## src/rtl/if_prefetch_pkg.sv

```systemverilog
// rtl/if_prefetch_pkg.sv - shared defaults and response classification for the fetch unit
//
// Purpose: default widths/reset PC used by if_prefetch, plus the decision of
// what to do with an incoming instruction-memory response.
// Ports: none (package).
package if_prefetch_pkg;

    localparam int          DEF_XLEN     = 64;
    localparam int          DEF_ILEN     = 32;
    localparam int          DEF_DEPTH    = 4;
    localparam logic [63:0] DEF_RESET_PC = 64'h0000_0000_8000_0000;

    typedef enum logic [1:0] {
        RESP_NONE = 2'd0,
        RESP_DROP = 2'd1,
        RESP_PUSH = 2'd2
    } resp_act_e;

    // A response belonging to a flushed stream, or arriving while a redirect
    // is being applied, never enters the queue.
    function automatic resp_act_e resp_action(input logic resp_valid,
                                              input logic redirect,
                                              input logic discard_pending);
        if (!resp_valid) begin
            return RESP_NONE;
        end
        if (redirect || discard_pending) begin
            return RESP_DROP;
        end
        return RESP_PUSH;
    endfunction

endpackage

```

## src/rtl/sync_fifo.sv

```systemverilog
// rtl/sync_fifo.sv - register-based synchronous FIFO with flush
//
// Purpose: DEPTH-entry FIFO; head entry is read straight from storage flops.
// Ports:
//   clk, rst            clock, synchronous active-high reset
//   push, push_data     write one entry (accepted when not full, or when popping)
//   pop                 remove head entry (ignored when empty)
//   flush               drop all entries; wins over push and pop
//   full, empty, count  occupancy
//   head_data           oldest entry
module sync_fifo #(
    parameter int WIDTH = 8,
    parameter int DEPTH = 4
) (
    input  logic                       clk,
    input  logic                       rst,
    input  logic                       push,
    input  logic [WIDTH-1:0]           push_data,
    input  logic                       pop,
    input  logic                       flush,
    output logic                       full,
    output logic                       empty,
    output logic [$clog2(DEPTH+1)-1:0] count,
    output logic [WIDTH-1:0]           head_data
);

    localparam int CW = $clog2(DEPTH + 1);
    localparam int AW = $clog2(DEPTH);

    logic [WIDTH-1:0] mem_q [DEPTH];
    logic [WIDTH-1:0] mem_d [DEPTH];
    logic [AW-1:0]    rd_ptr_q, rd_ptr_d;
    logic [AW-1:0]    wr_ptr_q, wr_ptr_d;
    logic [CW-1:0]    count_q,  count_d;
    logic             do_push;
    logic             do_pop;

    always_comb begin
        mem_d    = mem_q;
        rd_ptr_d = rd_ptr_q;
        wr_ptr_d = wr_ptr_q;
        count_d  = count_q;
        do_pop   = pop && (count_q != '0);
        // Push at full is legal when the head leaves in the same cycle.
        do_push  = push && ((count_q != CW'(DEPTH)) || do_pop);
        if (flush) begin
            rd_ptr_d = '0;
            wr_ptr_d = '0;
            count_d  = '0;
        end else begin
            if (do_push) begin
                mem_d[wr_ptr_q] = push_data;
                wr_ptr_d        = wr_ptr_q + AW'(1);
            end
            if (do_pop) begin
                rd_ptr_d = rd_ptr_q + AW'(1);
            end
            count_d = count_q + CW'(do_push) - CW'(do_pop);
        end
    end

    always_ff @(posedge clk) begin
        if (rst) begin
            for (int i = 0; i < DEPTH; i++) begin
                mem_q[i] <= '0;
            end
            rd_ptr_q <= '0;
            wr_ptr_q <= '0;
            count_q  <= '0;
        end else begin
            mem_q    <= mem_d;
            rd_ptr_q <= rd_ptr_d;
            wr_ptr_q <= wr_ptr_d;
            count_q  <= count_d;
        end
    end

    assign full      = (count_q == CW'(DEPTH));
    assign empty     = (count_q == '0);
    assign count     = count_q;
    assign head_data = mem_q[rd_ptr_q];

endmodule

```

## src/rtl/if_prefetch.sv

```systemverilog
// rtl/if_prefetch.sv - instruction fetch unit with prefetch queue and redirect flush
//
// Purpose: issues in-order fetches, buffers up to DEPTH {pc, inst} pairs and
// hands them to decode; a redirect flushes queued and in-flight instructions.
// Ports:
//   clk, rst                            clock, synchronous active-high reset
//   redirect_valid, redirect_pc         flush and restart fetch at redirect_pc
//   imem_req_valid/ready/addr           fetch request channel
//   imem_resp_valid/data                in-order responses, always accepted
//   inst_valid/ready, inst_data/pc      instruction to decode
module if_prefetch
    import if_prefetch_pkg::*;
#(
    parameter int              XLEN     = DEF_XLEN,
    parameter int              ILEN     = DEF_ILEN,
    parameter int              DEPTH    = DEF_DEPTH,
    parameter logic [XLEN-1:0] RESET_PC = XLEN'(DEF_RESET_PC)
) (
    input  logic            clk,
    input  logic            rst,
    input  logic            redirect_valid,
    input  logic [XLEN-1:0] redirect_pc,
    output logic            imem_req_valid,
    input  logic            imem_req_ready,
    output logic [XLEN-1:0] imem_req_addr,
    input  logic            imem_resp_valid,
    input  logic [ILEN-1:0] imem_resp_data,
    output logic            inst_valid,
    input  logic            inst_ready,
    output logic [ILEN-1:0] inst_data,
    output logic [XLEN-1:0] inst_pc
);

    localparam int CW = $clog2(DEPTH + 1);
    localparam int QW = XLEN + ILEN;

    logic [XLEN-1:0] fetch_pc_q, fetch_pc_d;
    logic [CW-1:0]   outstanding_q, outstanding_d;
    logic [CW-1:0]   discard_q, discard_d;

    logic [CW-1:0]   q_count;
    logic            q_full;
    logic            q_empty;
    logic [QW-1:0]   q_head;
    logic            q_push;
    logic            q_pop;
    logic [QW-1:0]   q_push_data;

    logic [CW:0]     in_use;
    logic            req_fire;
    resp_act_e       resp_act;
    logic [CW-1:0]   live_in_flight;
    logic [XLEN-1:0] resp_pc;

    // Slots already committed: queued entries plus live requests in flight.
    // Stale (discarded) requests never reach the queue, so they hold no slot.
    assign in_use         = {1'b0, q_count} + {1'b0, outstanding_q} - {1'b0, discard_q};
    assign imem_req_valid = !rst && (in_use < (CW + 1)'(DEPTH));
    assign imem_req_addr  = fetch_pc_q;
    assign req_fire       = imem_req_valid && imem_req_ready;

    assign resp_act = resp_action(imem_resp_valid, redirect_valid, discard_q != '0);

    // Live requests are the youngest ones and consecutive, so the oldest live
    // request sits that many words behind the fetch PC.
    assign live_in_flight = outstanding_q - discard_q;
    assign resp_pc        = fetch_pc_q - (XLEN'(live_in_flight) << 2);

    always_comb begin
        fetch_pc_d    = fetch_pc_q;
        discard_d     = discard_q;
        outstanding_d = outstanding_q + CW'(req_fire) - CW'(imem_resp_valid);
        if (redirect_valid) begin
            fetch_pc_d = {redirect_pc[XLEN-1:2], 2'b00};
            // Everything still unanswered after this edge belongs to the old stream.
            discard_d  = outstanding_d;
        end else begin
            if (req_fire) begin
                fetch_pc_d = fetch_pc_q + XLEN'(4);
            end
            if (resp_act == RESP_DROP) begin
                discard_d = discard_q - CW'(1);
            end
        end
    end

    assign q_pop       = inst_valid && inst_ready;
    assign q_push      = (resp_act == RESP_PUSH) && (!q_full || q_pop);
    assign q_push_data = {resp_pc, imem_resp_data};

    sync_fifo #(
        .WIDTH (QW),
        .DEPTH (DEPTH)
    ) u_inst_q (
        .clk       (clk),
        .rst       (rst),
        .push      (q_push),
        .push_data (q_push_data),
        .pop       (q_pop),
        .flush     (redirect_valid),
        .full      (q_full),
        .empty     (q_empty),
        .count     (q_count),
        .head_data (q_head)
    );

    always_ff @(posedge clk) begin
        if (rst) begin
            fetch_pc_q    <= RESET_PC;
            outstanding_q <= '0;
            discard_q     <= '0;
        end else begin
            fetch_pc_q    <= fetch_pc_d;
            outstanding_q <= outstanding_d;
            discard_q     <= discard_d;
        end
    end

    assign inst_valid = !q_empty;
    assign inst_pc    = q_head[QW-1:ILEN];
    assign inst_data  = q_head[ILEN-1:0];

endmodule
```

## config.mk

```make
export PLATFORM = sky130hd
export DESIGN_NAME = if_prefetch
export DESIGN_NICKNAME = d
export VERILOG_FILES = /design/src/rtl/if_prefetch_pkg.sv /design/src/rtl/sync_fifo.sv /design/src/rtl/if_prefetch.sv
export SDC_FILE = /design/constraint.sdc
export NUM_CORES = 1
export LEC_CHECK = 0
export ABC_AREA = 1
export BUFFER_PORTS_ARGS = -buffer_cell sky130_fd_sc_hd__buf_2
export CAP_MARGIN = 20
export CELL_PAD_IN_SITES_DETAIL_PLACEMENT = 2
export CELL_PAD_IN_SITES_GLOBAL_PLACEMENT = 2
export CORE_MARGIN = 2
export CORE_UTILIZATION = 32
export DETAILED_ROUTE_END_ITERATION = 8
export HOLD_SLACK_MARGIN = 0.12
export PLACE_DENSITY = 0.89
export SYNTH_ARGS = -nofsm -noshare
export SYNTH_HDL_FRONTEND = slang
export SYNTH_SLANG_ARGS = --single-unit
```

## constraint.sdc

```tcl
create_clock -name clk -period 5.1 [get_ports clk]
set_input_delay 0.255 -clock clk [delete_from_list [all_inputs] [get_ports clk]]
set_output_delay 0.255 -clock clk [all_outputs]
set_load 0.01 [all_outputs]
```

==> results of run 1 <==
==> logic make-up (layout without fill, tap and decap cells) <==
logic type	Yosys count	after routing
other cells	1	7
simple gates	1929	1929
fa+ha+maj	25	25
flops	451	451
buf+inv	621	845
xor+xnor	73	73
compound gates	723	723
==> layout by cell type, fill, tap and decap left out, types with 10 or more instances in the layout <==
| cell | Yosys | layout |
|---|---|---|
| a21oi_1 | 88 | 88 |
| buf_2 | 72 | 256 |
| buf_4 | 18 | 20 |
| clkbuf_1 | 137 | 13 |
| clkbuf_16 | 0 | 54 |
| clkbuf_8 | 0 | 15 |
| dfxtp_1 | 451 | 449 |
| dlygate4sd3_1 | 0 | 99 |
| ha_1 | 19 | 19 |
| inv_1 | 357 | 356 |
| nand2_1 | 550 | 550 |
| nand3_1 | 196 | 196 |
| nand4_1 | 19 | 19 |
| nor2_1 | 1103 | 1103 |
| nor3_1 | 10 | 10 |
| o211ai_1 | 20 | 20 |
| o21ai_0 | 433 | 433 |
| o21ai_1 | 73 | 73 |
| o22ai_1 | 93 | 93 |
| xnor2_1 | 10 | 10 |
| xor2_1 | 63 | 63 |
==> cell usage after synthesis (all sizes together) <==
cell    number  share of area [%]
xor2        63                2.3
and2         2              0.052
o211ai      20               0.62
clkinv       2              0.031
ha          19               0.98
nor4         1              0.026
a211oi       6               0.19
nand2b       1              0.026
nand3b       1              0.031
fa           6               0.50
nor2b        2              0.052
dfxtp      451                 37
nand4       19               0.49
clkbuf     139                2.2
nor3        15               0.44
xnor2       10               0.36
a21o         4               0.12
o21ai      507                 11
conb         1              0.015
or2          2              0.052
o22ai       93                2.4
a21oi       88                1.8
buf        114                2.5
nand3      202                4.3
nand2      559                8.8
a31oi        5               0.13
nor3b        2              0.062
inv        366                5.7
nor2      1123                 18
==> per-layer routing <==
metal	track usage [%]	routed length, um	vias to the layer above
met1	36.2	49500	13925
met3	4.47	5990	307
met2	53.0	59100	848
met4	15.0	6000	4
li1	-	-	12461
met5	0	30	-
==> worst paths after layout <==
kind                                           from             endpoint  slack [ns]  cells past startpoint
worst max-delay path               outstanding_q[1]         discard_q[2]        1.34                     16
worst min-delay path                 redirect_valid    imem_req_addr[16]        0.20                      6
worst max register to register     outstanding_q[1]         discard_q[2]        1.34                     16
worst min register to register  u_inst_q.mem_q[133]  u_inst_q.mem_q[133]        0.47                      2
==> flip-flops by register name, summed over array words and instances (netlist names) <==
register	count
discard_q	3
imem_req_addr	62
outstanding_q	3
u_inst_q.count	3
u_inst_q.mem_q	376
u_inst_q.rd_ptr_q	2
u_inst_q.wr_ptr_q	2
==> metrics by stage <==
step                      instance area [um^2]  power [mW]
after floorplan                          24200        5.92
after global placement                   25800        7.03
after detailed placement                 25800        7.16
after CTS                                28600        11.3
after global routing                     28600        11.9
final                                    28600        11.4
==> power by group <==
group          switching, mW  leakage, nW  internal, mW
combinational           2.39         9.16         0.927
clock                   1.78        0.877          2.23
sequential             0.293         3.66          3.75
total                   4.46         13.7          6.91
==> cell type report <==
cell class | instances | share of cell area (%)
inverter | 368 | 4.85
clock buffer | 82 | 5.62
antenna | 3 | 0.0262
clock inverter | 15 | 0.647
sequential | 451 | 31.6
timing repair buffer | 380 | 8.79
tap | 969 | 4.24
multi-input combinational | 2754 | 44.3
==> worst reg2reg max path: cells and delay by family, from the launching register on <==
family,cells,cell delay [ns]
fa+ha+maj,5,1.76
xor+xnor,3,0.70
simple gates,3,0.39
flops,1,0.36
compound gates,2,0.26
buf+inv,3,0.22
==> timing repair <==
item / in CTS / in global routing
hold buffers: 99 / 0
resized for setup: 0 / 0
hold endpoints to repair: 193 / 0
setup buffers: 0 / 0
==> flow_summary_export.csv, run 1 <==
group,metric,value,unit
floorplanning,ios,264,
worst_setup_path,required,5.64,ns
worst_setup_path,endpoint_kind,"flop",
route,wire_per_inst,24.0,um
cells_and_area,regArea,9040,um^2
grt,grt_max_degree,204,
yosys,syn_avg_cell_area,6.33,um^2
floorplanning,rows,100,
grt,overflow,0,
yosys,synth_top_family_by_area,"simple AND/OR/NAND/NOR gates",
cells_and_area,fin_util,38.3,%
sta,slew_headroom,26.1,%
grt,antenna_found_initial,6,
sta,final.min_clock_period,3.76,ns
worst_setup_path,slowest_delay,0.58,ns
worst_setup_path,start_kind,"flop",
placement,dp_hpwl,69600,um
sta,setup_viol,0,
floorplanning,die_height,279,um
route,viasPerCell,5.48,
worst_setup_path,crit_family,"adder cells",
pwr,max-vdd-ir-drop,0.271,mV
cells_and_area,stdcell_count,5022,
placement,dp.cells,4823,
grt,grt_pass1_vias,30549,
min_path,min_path_type,"input port to flop",
grt,grtUsageTotal,30.3,%
sta,setup_slack,1.34,ns
yosys,synth_compound_area_share,15.8,%
worst_setup_path,critical_path.max_fanout,4,
floorplanning,start_util,32.4,%
yosys,synth.area.mux_share,0,%
yosys,synthSimpleGateAreaFrac,32.4,%
route,drt_iter0_markers,1920,
clocking,clk-insertion-delay-late,0.66,ns
worst_setup_path,cp.arrival,4.30,ns
sta,rsz0062_at_grt,"false",
yosys,synth_fa_ha_area_share,1.48,%
sta,finalHoldViolCount,0,
yosys,yosysSeqAreaShare,37.3,%
route,wl,121000,um
clocking,cts_max_path_buffers,3,
job,drv_cap,0,
cells_and_area,nFillCells,8987,
clocking,cts_tree,"done",
yosys,synth_warnings,0,
sta,period_share,73.7,%
pwr,power_density,397,nW/um^2
clocking,cts.sinks,451,
worst_setup_path,crit_chain,"inv_1 -> fa_1 -> inv_1 -> ha_1 -> nand3_1 -> nand2_1 -> xor2_1 -> nand3_2 -> ha_1 -> inv_1 -> ha_1 -> fa_1 -> xor2_1 -> xor2_1 -> o21ai_0 -> a21oi_1",
placement,port_buffers,257,
sta,fmax,0.266,GHz
route,drc_errors,0,
route,ant_nets,0,
floorplanning,die_w,279,um
floorplanning,core_area,74700,um^2
placement,gp_congestion,0.938,
clocking,clk_pin_slew,0.06,ns
floorplanning,die-area,77800,um^2
yosys,synth_seq_cells,451,
cells_and_area,drive_gt1_share,10.4,%
yosys,synth_cell_types,46,
cells_and_area,area_growth,18.2,%
cells_and_area,nNetsFinal,4136,
yosys,synth_area,24200,um^2
yosys,synth_xor_xnor_area_share,2.64,%
clocking,numCtsBuffers,54,
sta,clock_skew,0.0403,ns
clocking,cts_root_buf,"clkbuf_16",
route,via_count,27545,
sta,drv_slew,0,
grt,grt_pass1_wl,184000,um
placement,pre_cts_slack,1.43,ns
clocking,h-tree-depth,2,
yosys,synthCells,3823,
sta,tightestPinTransition,1.11,ns
sta,fin_tns_setup,0,ns
cells_and_area,multi_input_area,12700,um^2
outcome,status,"completed",
sta,timing.hold.ws,0.197,ns
worst_setup_path,slowest_stage,"fa_1",
worst_setup_path,crit_type,"flop to flop",
route,dr.pass1.iters,5,
worst_setup_path,cp_num_buf_inv,3,
pwr,leakage,13.7,nW
(Power assumes the default switching activity.)
==> run 2: changes to the inputs <==
Clock period 5.1 ns to 3.5 ns, I/O delays scaled along.
==> flow_summary_export.csv, run 2 (synthesized netlist as in run 1, its figures left out) <==
group,metric,value,unit
pwr,p_comb_share,30.2,%
cells_and_area,largest_reg_flops,376,
route,dr.pass1.iters,6,
route,drt_iter0_markers,2077,
floorplanning,start_util,32.4,%
worst_setup_path,endpoint_kind,"flop",
clocking,h-tree-depth,2,
clocking,clk_pin_slew,0.06,ns
grt,antenna_found_initial,5,
worst_setup_path,worstReg2RegStart,"discard_q[0]",
grt,grt_pass1_vias,32021,
sta,tightestPinTransition,0.967,ns
outcome,status,"completed",
sta,clock_skew,0.0577,ns
sta,rsz0062_at_grt,"true",
floorplanning,die_height,279,um
floorplanning,die_w,279,um
cells_and_area,area_growth,19.8,%
clocking,clk-insertion-delay-late,0.65,ns
worst_setup_path,cp.arrival,3.94,ns
sta,period_share,96.9,%
cells_and_area,antenna_cells,0,
route,via_count,28680,
floorplanning,die-area,77800,um^2
route,drc_errors,0,
worst_setup_path,crit_type,"flop to flop",
pwr,max-vdd-ir-drop,0.434,mV
floorplanning,ios,264,
clocking,cts_tree,"done",
placement,port_buffers,257,
sta,fin_tns_setup,0,ns
cells_and_area,regMostFlops,"u_inst_q.mem_q",
cells_and_area,stdcell_count,5046,
pwr,power_frac_seq,34.5,%
cells_and_area,multi_input_area,12700,um^2
min_path,min_to,"discard_q[2]",
grt,grt_pass1_wl,198000,um
grt,overflow,0,
pwr,leakage,13.9,nW
worst_setup_path,critical_path.max_fanout,7,
pwr,p_int,10.4,mW
worst_setup_path,required,4.05,ns
route,viasPerCell,5.68,
worst_setup_path,r2r-end,"u_inst_q.mem_q[360]",
pwr,switchingPower,6.80,mW
route,wire_per_inst,26.1,um
worst_setup_path,start_kind,"flop",
pwr,power_density,593,nW/um^2
pwr,p_sw_share,39.6,%
cells_and_area,final_common_cell,"nor2_1",
worst_setup_path,reg2regPathDepth,16,
sta,finalHoldViolCount,0,
grt,grtUsageTotal,32.7,%
cells_and_area,nFillCells,8881,
min_path,hold-path-cell-count,6,
job,drv_cap,0,
route,wl,132000,um
sta,final.min_clock_period,3.39,ns
placement,dp_hpwl,71600,um
sta,fmax,0.295,GHz
min_path,min_path_type,"input port to flop",
pwr,p_clk_share,35.3,%
cells_and_area,regArea,9040,um^2
floorplanning,core_area,74700,um^2
placement,dp.cells,4844,
sta,setup_viol,0,
cells_and_area,layout_common_cells,"nor2_1 (1,101), nand2_1 (544), dfxtp_1 (446)",
route,ant_nets,0,
sta,slew_headroom,35.6,%
clocking,numCtsBuffers,52,
clocking,cts_root_buf,"clkbuf_16",
clocking,cts.sinks,451,
cells_and_area,drive_gt1_share,11.5,%
cells_and_area,nNetsFinal,4160,
placement,gp_congestion,0.941,
sta,drv_slew,0,
floorplanning,rows,100,
clocking,cts_max_path_buffers,3,
worst_setup_path,rrSetupSlack,0.11,ns
grt,grt_max_degree,130,
min_path,hold_start,"redirect_valid",
run 2: cell count changes in the layout (fill, tap and decap cells not counted), moves of 4 or more:
cell,previous run,this run
buf_4,20,44
nand2_1,550,544
nand2_2,7,12
buf_12,4,8
run 2: cell type report:
type	instances	area share (%)
Clock buffer	81	5.45
Clock inverter	17	0.902
Inverter	368	4.79
Multi-Input combinational cell	2754	44.0
Sequential cell	451	31.2
Tap cell	969	4.18
Timing Repair Buffer	406	9.50
run 2: power groups by stage:
stage / Combinational (mW) / Clock [mW] / Sequential, mW
after CTS: 4.87 / 6.06 / 5.89
after global routing: 5.53 / 6.31 / 5.95
final: 5.18 / 6.06 / 5.93
after detailed placement: 4.55 / 0 / 5.97
after global placement: 4.36 / 0 / 5.95
after floorplan: 2.89 / 0 / 5.77
run 2: worst max-delay path: stages, from the launching register on:
cell     delay (ns)
dfxtp_2        0.37
ha_1           0.16
inv_1          0.05
fa_1           0.49
inv_1          0.08
fa_1           0.44
nand2_1        0.10
nand2_2        0.10
nor2_4         0.20
nand2_4        0.16
nor2_8         0.23
nand2_2        0.17
nor2_1         0.25
nand2_1        0.13
nand2_2        0.18
o21ai_1        0.09
inv_1          0.09
run 2: metal layers:
layer	up-vias	global-route usage, %	wire length, um
li1	12509	-	-
met1	14549	37.9	51600
met2	1180	58.0	65200
met3	434	5.03	7770
met4	8	16.8	7130
met5	-	0	55
run 2: worst max-delay path by stage:
| stage | start | to | slack (ns) | depth (start not counted) |
|---|---|---|---|---|
| 2_1_floorplan | outstanding_q[1] | discard_q[2] | 0.03 | 18 |
| 6_report | discard_q[0] | u_inst_q.mem_q[360] | 0.11 | 16 |
| 3_5_place_dp | discard_q[0] | u_inst_q.mem_q[95] | 0.1 | 15 |
| 5_1_grt | outstanding_q[0] | u_inst_q.mem_q[264] | -0.1 | 17 |
| 4_1_cts | discard_q[0] | u_inst_q.mem_q[95] | 0.04 | 15 |
| 3_3_place_gp | outstanding_q[1] | discard_q[2] | 0.23 | 16 |
run 2: through the flow:
step                power [mW]  worst slack (ns)  hold WS, ns  cell area [um^2]  util [%]
finish                    17.2             0.108        0.168             29000      38.8
global route              17.8           -0.0977        0.211             29000      38.8
CTS                       16.8            0.0391        0.156             28900      38.7
detailed placement        10.5            0.0997        0.421             26000      34.9
global placement          10.3             0.229        0.410             26000      34.9
floorplan                 8.66            0.0308        0.310             24200         -
run 2: timing repair:
item / in CTS / in global routing
buffers inserted: 0 / 7
hold buffers: 97 / 0
resized for setup: 5 / 15
hold endpoints to repair: 216 / 0
pin swaps: 0 / 4
setup endpoints to repair: 15 / 81
